## src/rtl/daq_pkg.sv

```systemverilog
// Shared types and constants for the DAQ event buffer readout path.
package daq_pkg;

  localparam int DAQ_BUF_AW     = 15;
  localparam int DAQ_BUF_RD_LAT = 2;

  typedef enum logic [1:0] {
    IDLE,
    RUN,
    DRAIN,
    DONE
  } state_t;

  typedef struct packed {
    logic       last;
    logic [1:0] keep;
  } beat_tag_t;

  localparam logic [1:0] KEEP_FULL = 2'b11;
  localparam logic [1:0] KEEP_LOW  = 2'b01;

endpackage

```

## src/rtl/daq_sync_fifo.sv

```systemverilog
// Single-clock first-word-fall-through FIFO with occupancy count.
// Simultaneous push and pop is accepted even when full or empty.
module daq_sync_fifo #(
  parameter int WIDTH = 67,
  parameter int DEPTH = 8
) (
  input  logic                     clk,
  input  logic                     rst,
  input  logic                     push,
  input  logic [WIDTH-1:0]         push_data,
  input  logic                     pop,
  output logic [WIDTH-1:0]         pop_data,
  output logic                     empty,
  output logic [$clog2(DEPTH):0]   count
);

  localparam int PW = $clog2(DEPTH);

  logic [WIDTH-1:0] mem [DEPTH];
  logic [PW-1:0]    wr_ptr;
  logic [PW-1:0]    rd_ptr;
  logic             full;
  logic             wr_en;
  logic             rd_en;

  assign empty    = (count == '0);
  assign full     = (count == (PW+1)'(DEPTH));
  assign rd_en    = pop && !empty;
  assign wr_en    = push && (!full || pop);
  assign pop_data = mem[rd_ptr];

  always_ff @(posedge clk) begin
    if (rst) begin
      wr_ptr <= '0;
      rd_ptr <= '0;
      count  <= '0;
    end else begin
      if (wr_en) wr_ptr <= wr_ptr + PW'(1);
      if (rd_en) rd_ptr <= rd_ptr + PW'(1);
      case ({wr_en, rd_en})
        2'b10:   count <= count + (PW+1)'(1);
        2'b01:   count <= count - (PW+1)'(1);
        default: count <= count;
      endcase
    end
  end

  // Storage is not reset; the pointers alone define what is valid.
  always_ff @(posedge clk) begin
    if (wr_en) mem[wr_ptr] <= push_data;
  end

endmodule

```

## src/rtl/daq_buffer_reader.sv

```systemverilog
// Drains a contiguous, wrapping run of words from the event buffer's 64-bit
// read port and streams them as valid/ready beats with backpressure.
module daq_buffer_reader
  import daq_pkg::*;
#(
  parameter int ADDR_W     = DAQ_BUF_AW,
  parameter int FIFO_DEPTH = 8
) (
  input  logic              clk,
  input  logic              rst,
  input  logic              start,
  input  logic [ADDR_W-1:0] start_addr,
  input  logic [ADDR_W:0]   nwords,
  output logic              busy,
  output logic              done,
  output logic [ADDR_W-1:0] rd_addr,
  input  logic [63:0]       rd_data,
  output logic [63:0]       m_data,
  output logic              m_valid,
  input  logic              m_ready,
  output logic              m_last,
  output logic [1:0]        m_keep
);

  localparam int BW     = ADDR_W - 1;
  localparam int CW     = $clog2(FIFO_DEPTH) + 1;
  localparam int STAGES = DAQ_BUF_RD_LAT + 1;
  localparam int FW     = 64 + $bits(beat_tag_t);

  state_t            state;
  state_t            state_next;
  logic [BW-1:0]     beat_addr;
  logic [ADDR_W-1:0] beats_left;
  logic              odd_tail;
  logic [STAGES-1:0] pipe_valid;
  beat_tag_t         pipe_tag [STAGES];

  logic [ADDR_W+1:0] nwords_plus;
  logic [ADDR_W-1:0] cmd_beats;
  logic [CW-1:0]     in_flight;
  logic [CW-1:0]     credits;
  logic              issue;
  logic [BW-1:0]     issue_addr;
  logic [ADDR_W-1:0] issue_left;
  logic              issue_odd;
  beat_tag_t         issue_tag;

  logic [FW-1:0]     fifo_out;
  logic              fifo_empty;
  logic [CW-1:0]     fifo_count;
  logic              pop;
  beat_tag_t         out_tag;
  logic              addr_lsb_unused;

  assign addr_lsb_unused = start_addr[0];
  assign nwords_plus     = {1'b0, nwords} + (ADDR_W+2)'(1);
  assign cmd_beats       = nwords_plus[ADDR_W:1];

  // Every slot of the output FIFO is reserved the moment its read is issued.
  always_comb begin
    in_flight = '0;
    for (int i = 0; i < STAGES; i++) begin
      in_flight = in_flight + CW'(pipe_valid[i]);
    end
    credits = CW'(FIFO_DEPTH) - fifo_count - in_flight;
  end

  // The first read is issued straight from the start command so that its
  // address is already on the port in the first busy cycle.
  always_comb begin
    issue_addr = beat_addr;
    issue_left = beats_left;
    issue_odd  = odd_tail;
    issue      = (state == RUN) && (beats_left != '0) && (credits != '0);
    if (state == IDLE) begin
      issue_addr = start_addr[ADDR_W-1:1];
      issue_left = cmd_beats;
      issue_odd  = nwords[0];
      issue      = start && (nwords != '0);
    end
    issue_tag.last = (issue_left == ADDR_W'(1));
    issue_tag.keep = (issue_tag.last && issue_odd) ? KEEP_LOW : KEEP_FULL;
  end

  always_ff @(posedge clk) begin
    if (rst) begin
      state <= IDLE;
    end else begin
      state <= state_next;
    end
  end

  always_comb begin
    state_next = state;
    unique case (state)
      IDLE:  if (start) state_next = (nwords == '0) ? DONE : RUN;
      RUN:   if (beats_left == '0) state_next = DRAIN;
      DRAIN: if (pipe_valid == '0 &&
                 (fifo_count == '0 || (fifo_count == CW'(1) && pop)))
               state_next = DONE;
      DONE:  state_next = IDLE;
      default: state_next = IDLE;
    endcase
  end

  always_ff @(posedge clk) begin
    if (rst) begin
      rd_addr    <= '0;
      beat_addr  <= '0;
      beats_left <= '0;
      odd_tail   <= 1'b0;
      pipe_valid <= '0;
      for (int i = 0; i < STAGES; i++) pipe_tag[i] <= '0;
    end else begin
      if (state == IDLE && start) odd_tail <= nwords[0];
      if (issue) begin
        rd_addr    <= {issue_addr, 1'b0};
        beat_addr  <= issue_addr + BW'(1);
        beats_left <= issue_left - ADDR_W'(1);
      end
      pipe_valid  <= {pipe_valid[STAGES-2:0], issue};
      pipe_tag[0] <= issue_tag;
      for (int i = 1; i < STAGES; i++) pipe_tag[i] <= pipe_tag[i-1];
    end
  end

  daq_sync_fifo #(
    .WIDTH (FW),
    .DEPTH (FIFO_DEPTH)
  ) u_fifo (
    .clk       (clk),
    .rst       (rst),
    .push      (pipe_valid[STAGES-1]),
    .push_data ({pipe_tag[STAGES-1], rd_data}),
    .pop       (pop),
    .pop_data  (fifo_out),
    .empty     (fifo_empty),
    .count     (fifo_count)
  );

  // Outputs are forced to zero while empty so stale storage never shows.
  assign out_tag = beat_tag_t'(fifo_out[FW-1:64]);
  assign m_valid = !fifo_empty;
  assign pop     = m_valid && m_ready;
  assign m_data  = m_valid ? fifo_out[63:0] : '0;
  assign m_last  = m_valid && out_tag.last;
  assign m_keep  = m_valid ? out_tag.keep : 2'b00;
  assign busy    = (state != IDLE);
  assign done    = (state == DONE);

endmodule

```

## config.mk

```make
export PLATFORM = sky130hd
export DESIGN_NAME = daq_buffer_reader
export DESIGN_NICKNAME = d
export VERILOG_FILES = /design/src/rtl/daq_pkg.sv /design/src/rtl/daq_sync_fifo.sv /design/src/rtl/daq_buffer_reader.sv
export SDC_FILE = /design/constraint.sdc
export NUM_CORES = 1
export LEC_CHECK = 0
export CORE_ASPECT_RATIO = 0.5
export CORE_UTILIZATION = 59
export CTS_CLUSTER_DIAMETER = 30
export CTS_CLUSTER_SIZE = 25
export DETAILED_ROUTE_END_ITERATION = 10
export PLACE_DENSITY = 0.8
export SYNTH_ARGS = -nofsm -noshare
export SYNTH_HDL_FRONTEND = slang
export SYNTH_HIERARCHICAL = 1
export SYNTH_SLANG_ARGS = --single-unit
```

## constraint.sdc

```tcl
create_clock -name clk -period 9.8 [get_ports clk]
set_input_delay 1.96 -clock clk [delete_from_list [all_inputs] [get_ports clk]]
set_output_delay 1.96 -clock clk [all_outputs]
set_load 0.005 [all_outputs]
```

==> results of run 1 <==
==> worst reg2reg max path: stages, from the launching register on <==
cell and delay (ns):
dfxtp_1 0.40, or3_1 0.48, nor2_4 0.84, nor2b_1 0.26
nand2b_1 0.27, o211ai_1 0.68, nor2_4 0.40, buf_4 0.52
==> stage by stage <==
stage                     utilization (%)  instances
final                               71.48       2227
after global routing                71.48       2227
after CTS                           71.48       2226
after detailed placement            65.44       2086
after global placement              65.44       2086
after floorplan                         -       1384
==> synthesized netlist by cell type (all sizes together) (20+ instances only) <==
cell    number
buf         33
inv         21
clkbuf      46
nor2b       77
mux2i       20
nor2        55
dfxtp       71
mux2        70
nand3       23
nand2       49
a21oi       31
ha          20
mux4       134
o21ai       31
edfxtp     536
==> routing by layer <==
metal | GRT usage, % | vias to the layer above | routed length (µm)
met4 | 7.228 | 0 | 1043
li1 | - | 5958 | -
met3 | 4.543 | 77 | 3273
met5 | 0 | - | 0
met2 | 43.92 | 481 | 28240
met1 | 32.45 | 6899 | 21190
==> power breakdown <==
part | internal (mW) | total [mW] | switching, mW
Sequential | 2.88 | 2.93 | 0.0494
Clock | 1.60 | 2.76 | 1.16
Combinational | 0.255 | 0.593 | 0.338
Total | 4.73 | 6.28 | 1.55
==> registers in the layout, indices dropped and copies added, names as in the netlist, named ones only <==
name           cells
u_fifo/mem       536
pipe_tag           9
u_fifo/count       4
state              2
u_fifo/rd_ptr      3
pipe_valid         3
u_fifo/wr_ptr      3
rd_addr           14
beat_addr         14
beats_left        15
odd_tail           1
==> cell families (layout without fill, tap and decap cells) <==
logic type | count (synthesis) | in the layout | synth area share [%]
XOR/XNOR | 29 | 29 | 1.002
buffers and inverters | 100 | 365 | 2.414
flip-flops | 607 | 607 | 69.12
AND/OR/NAND/NOR | 275 | 275 | 6.053
multiplexers | 224 | 224 | 16.93
adder cells (fa/ha/maj) | 21 | 21 | 1.066
AO/OA/AOI/OAI | 127 | 127 | 3.392
other | 1 | 2 | 0.01480
==> final timing paths <==
check	to	slack, ns	cells past startpoint
max	m_data[15]	3.57	5
min	pipe_tag[0][3]$_SDFF_PP0_	0.44	1
max reg2reg	u_fifo/mem[3][8]$_DFFE_PP_	5.57	7
min reg2reg	pipe_tag[0][3]$_SDFF_PP0_	0.44	1
==> layout make-up <==
class / instances / area, µm²
sequential: 607 / 17530
fill: 2458 / 12030
multi-input combinational: 677 / 7289
timing repair buffer: 204 / 1979
clock buffer: 80 / 1896
tap: 577 / 721.9
clock inverter: 60 / 651.9
inverter: 21 / 78.83
antenna: 1 / 2.502
==> flow_summary.yaml, run 1 <==
setup_path:
  start_kind: "flop"
  path_buf_inv: 2
  crit_required_ns: 7.84
  setup.worst_path.class: "reg2out"
  r2r_start: "u_fifo/count[1]$_SDFFE_PP0P_"
  path_max_fanout: 50
  critPathMaxStageDelay_ns: 1.04
  endpoint_kind: "output port"
  path_cells: "buf_4 > mux4_1 > mux2_4 > nor2b_1 > clkdlybuf4s50_1"
  cp.arrival_ns: 4.27
  critical_path.top_delay_family: "buffers and inverters"
  crit_slowest_cell: "dfxtp_4"
timing:
  layout_setup_ws_ns: 3.571
  tightest_slew_ns: 1.144
  hold_ws_ns: 0.4437
  worst_slew_margin_rel_pct: 23.56
  final.min_clock_period_ns: 6.229
  slew_violations: 0
  final.setup_skew_ns: 0.02253
  finalCritPeriodShare_pct: 63.56
  grt_setup_unrepaired: "no"
  setup_violations: 0
  max_freq_mhz: 160.5
  tns_ns: 0
  final-hold-violation-count: 0
finish:
  fin_area_um2: 30150
  final_cell_mix: "edfxtp_1, clkdlybuf4s50_1, mux4_2"
  syn_to_final_growth_pct: 18.96
  drive_above_1_share_pct: 22.44
  final_common_cell: "edfxtp_1"
  final_nets: 1706
die:
  die-area_um2: 43830
  ioPinCount: 184
  start_util_pct: 60.09
  core_area_um2: 42180
  die_x_um: 295.1
  std_cell_rows: 53
  die_y_um: 148.5
power:
  power_density_nw_per_um2: 208.2
  power.leakage_nw: 9.773
  finalPower_mw: 6.278
  vdd_drop_max_uv: 152.3
synthesis:
  ys_seq_area_share_pct: 69.12
  synth.distinct_cells: 74
  syn_avg_cell_area_um2: 18.31
  yosysWarnings: 6
  synth_edf_count: 536
  synthTopCellsByArea: "edfxtp_1, mux4_2, dfxtp_1"
  synthCells: 1384
  yosysTopAreaCellShare_pct: 63.51
  yosys_register_bits: 607
  async_reset_ff_share_pct: 0
  synth_nets: 1504
  synth_area_leader_cell: "edfxtp_1"
  synth.cell_area_um2: 25340
  ys.flop_type: "edfxtp_1"
detailed_routing:
  detail-route-antenna-nets: 0
  wirelength_um: 53750
  drtIter0Drc: 1044
  drc: 0
  wire_per_inst_um: 24.14
  dr_total_vias: 13420
  via_per_inst: 6.024
  dr.pass1.iters: 5
clock_tree:
  cts_tree: "done"
  post-cts-setup-buffers: 0
  cts_root_buf: "clkbuf_16"
  numCtsBuffers: 75
  ctsResizeCount: 0
  h-tree-depth: 3
  cts_sinks: 607
  clock_path_buffers: 3
  path_clk_slew_ns: 0.06
  cts-hold-fix-buffers: 0
  insertion_delay_ns: 0.61
min_path:
  hp-start: "pipe_tag[0][0]$_DFF_P_"
  hp-class: "reg2reg"
global_route:
  overflow: 0
  grt_max_degree: 85
  grt_pass1_vias: 14230
  grt_use_total_pct: 25.09
  antenna_found_initial: 1
  grt_pass1_wl_um: 81870
placement:
  dp_hpwl_um: 28440
  port-buffer-count: 181
  placed_area_um2: 27600
  gp_congestion: 0.8051
  preCtsSetupSlack_ns: 4.124
run_status:
  status: "complete, no violations"
job:
  timing.max_cap.violations: 0
Power figures use the tool's default switching activity.
==> run 2: changes to the inputs <==
clock period = 5.8 ns   (was 9.8 ns; I/O delays follow)
==> run 2 against run 1 <==
Net effect:
- final cell count down 0.54%
- clock power up 59%
- via count decreased by 0.34%
- register-to-register slack worse by 3.7 ns
- utilization down 0.27 points
- cell area shrank 0.38%
- critical path depth stayed put
- clock skew increased by 0.0065 ns
- combinational power up 68%
- sequential share of layout area up 0.22 points
- setup slack worse by 2.4 ns
- critical path type unchanged
- largest power group unchanged
==> flow_summary.yaml, run 2 (synthesized netlist as in run 1, its figures left out) <==
finish:
  regArea_um2: 17530
  final_nets: 1702
  fillers: 2523
  drive_above_1_share_pct: 21.90
  syn_to_final_growth_pct: 18.51
  fin_cells: 2215
  largest-register: "u_fifo/mem"
  reg.largest.list: "u_fifo/mem x536, beats_left x15"
  final_common_cell: "edfxtp_1"
  largest_register_ffs: 536
  multi_input_area_um2: 7302
  final_cell_mix: "edfxtp_1, clkdlybuf4s50_1, mux4_2"
clock_tree:
  cts-hold-fix-buffers: 0
  clock_path_buffers: 3
  cts_sinks: 607
  h-tree-depth: 3
  numCtsBuffers: 67
  post-cts-setup-buffers: 0
  cts_tree: "done"
  insertion_delay_ns: 0.60
  path_clk_slew_ns: 0.06
  ctsResizeCount: 0
  cts_root_buf: "clkbuf_16"
timing:
  tightest_slew_ns: 1.057
  finalCritPeriodShare_pct: 80.54
  layout_setup_ws_ns: 1.129
  hold_ws_ns: 0.4316
  worst_slew_margin_rel_pct: 29.55
  tns_ns: 0
  setup_violations: 0
  final-hold-violation-count: 0
  slew_violations: 0
  final.setup_skew_ns: 0.02907
  grt_setup_unrepaired: "no"
  final.min_clock_period_ns: 4.671
  max_freq_mhz: 214.1
global_route:
  antenna_found_initial: 3
  grt_pass1_vias: 14180
  grt_max_degree: 82
  grt_pass1_wl_um: 81080
  overflow: 0
  grt_use_total_pct: 24.78
detailed_routing:
  dr.pass1.iters: 5
  dr_total_vias: 13370
  drc: 0
  drtIter0Drc: 1103
  detail-route-antenna-nets: 0
  via_per_inst: 6.036
  wire_per_inst_um: 23.88
  wirelength_um: 52890
placement:
  port-buffer-count: 181
  dp_hpwl_um: 28910
  dp_cells: 2090
  gp_congestion: 0.8056
  preCtsSetupSlack_ns: 1.372
setup_path:
  path_cells: "buf_4 > mux4_1 > mux2_2 > nor2b_1 > clkdlybuf4s50_1"
  start_kind: "flop"
  path_max_fanout: 32
  setup.worst_path.class: "reg2out"
  cp.arrival_ns: 3.51
  crit_end: "m_data[59]"
  endpoint_kind: "output port"
  r2r_start: "u_fifo/count[0]$_SDFFE_PP0P_"
  rr_worst_depth: 13
  reg2reg_slack_ns: 1.92
  crit_slowest_cell: "dfxtp_4"
  crit_required_ns: 4.64
  reg2reg_to: "beat_addr[4]$_SDFFE_PP0P_"
  critPathMaxStageDelay_ns: 0.76
die:
  die-area_um2: 43830
  core_area_um2: 42180
  die_x_um: 295.1
  ioPinCount: 184
  std_cell_rows: 53
  start_util_pct: 60.09
  die_y_um: 148.5
power:
  finalPower_mw: 10.34
  vdd_drop_max_uv: 280.7
  power.leakage_nw: 9.700
  power_density_nw_per_um2: 344.2
min_path:
  hp-class: "reg2reg"
job:
  timing.max_cap.violations: 0
run_status:
  status: "complete, no violations"
==> run 2: cell count changes in the layout (fill, tap and decap cells not counted), moves of 3 or more <==
cell,previous run,this run
clkbuf_16,75,70
clkinvlp_4,8,4
buf_12,0,5
clkinv_1,8,5
==> run 2: layer usage <==
layer	vias up	track usage, %	routed length [µm]
met5	-	0	0
met4	0	7.642	1130
met3	82	4.603	3100
met2	458	43.55	27800
met1	6883	31.60	20860
li1	5946	-	-
==> run 2: power breakdown <==
group          leakage, nW  internal, mW  switching (mW)  total (mW)
sequential            5.42          4.86          0.0834        4.94
clock                 1.12          2.55            1.85        4.40
combinational         3.16         0.432           0.565       0.997
==> run 2: worst max-delay path: cells and delay by family (launching register included) <==
family	cells	cell delay [ns]
simple gates	1	0.13
buf+inv	2	1.07
flops	1	0.76
mux	2	0.91
==> run 2: worst min-delay path by stage <==
| stage | start | cells past startpoint | to | slack, ns |
|---|---|---|---|---|
| 2_1_floorplan | pipe_tag[0][0]$_DFF_P_ | 1 | pipe_tag[0][3]$_SDFF_PP0_ | 0.41 |
| 3_3_place_gp | pipe_tag[0][2]$_SDFF_PP0_ | 1 | pipe_tag[0][5]$_SDFF_PP0_ | 0.43 |
| 3_5_place_dp | pipe_tag[0][2]$_SDFF_PP0_ | 1 | pipe_tag[0][5]$_SDFF_PP0_ | 0.42 |
| 4_1_cts | pipe_tag[0][2]$_SDFF_PP0_ | 1 | pipe_tag[0][5]$_SDFF_PP0_ | 0.43 |
| 5_1_grt | pipe_tag[0][2]$_SDFF_PP0_ | 1 | pipe_tag[0][5]$_SDFF_PP0_ | 0.45 |
| 6_report | pipe_tag[0][2]$_SDFF_PP0_ | 1 | pipe_tag[0][5]$_SDFF_PP0_ | 0.43 |
==> run 2: final cells by class <==
type                       instances  share of cell area [%]
antenna                            3                 0.02500
clock buffer                      76                   5.908
clock inverter                    46                   1.825
inverter                          21                  0.2625
multi-input combinational        677                   24.31
sequential                       607                   58.36
tap                              577                   2.404
timing repair buffer             208                   6.899
==> run 2: through the flow <==
step | utilization, % | area [µm²]
4_1_cts | 71.19 | 30030
5_1_grt | 71.20 | 30030
2_1_floorplan | - | 25350
3_3_place_gp | 65.68 | 27700
3_5_place_dp | 65.68 | 27700
6_report | 71.21 | 30030
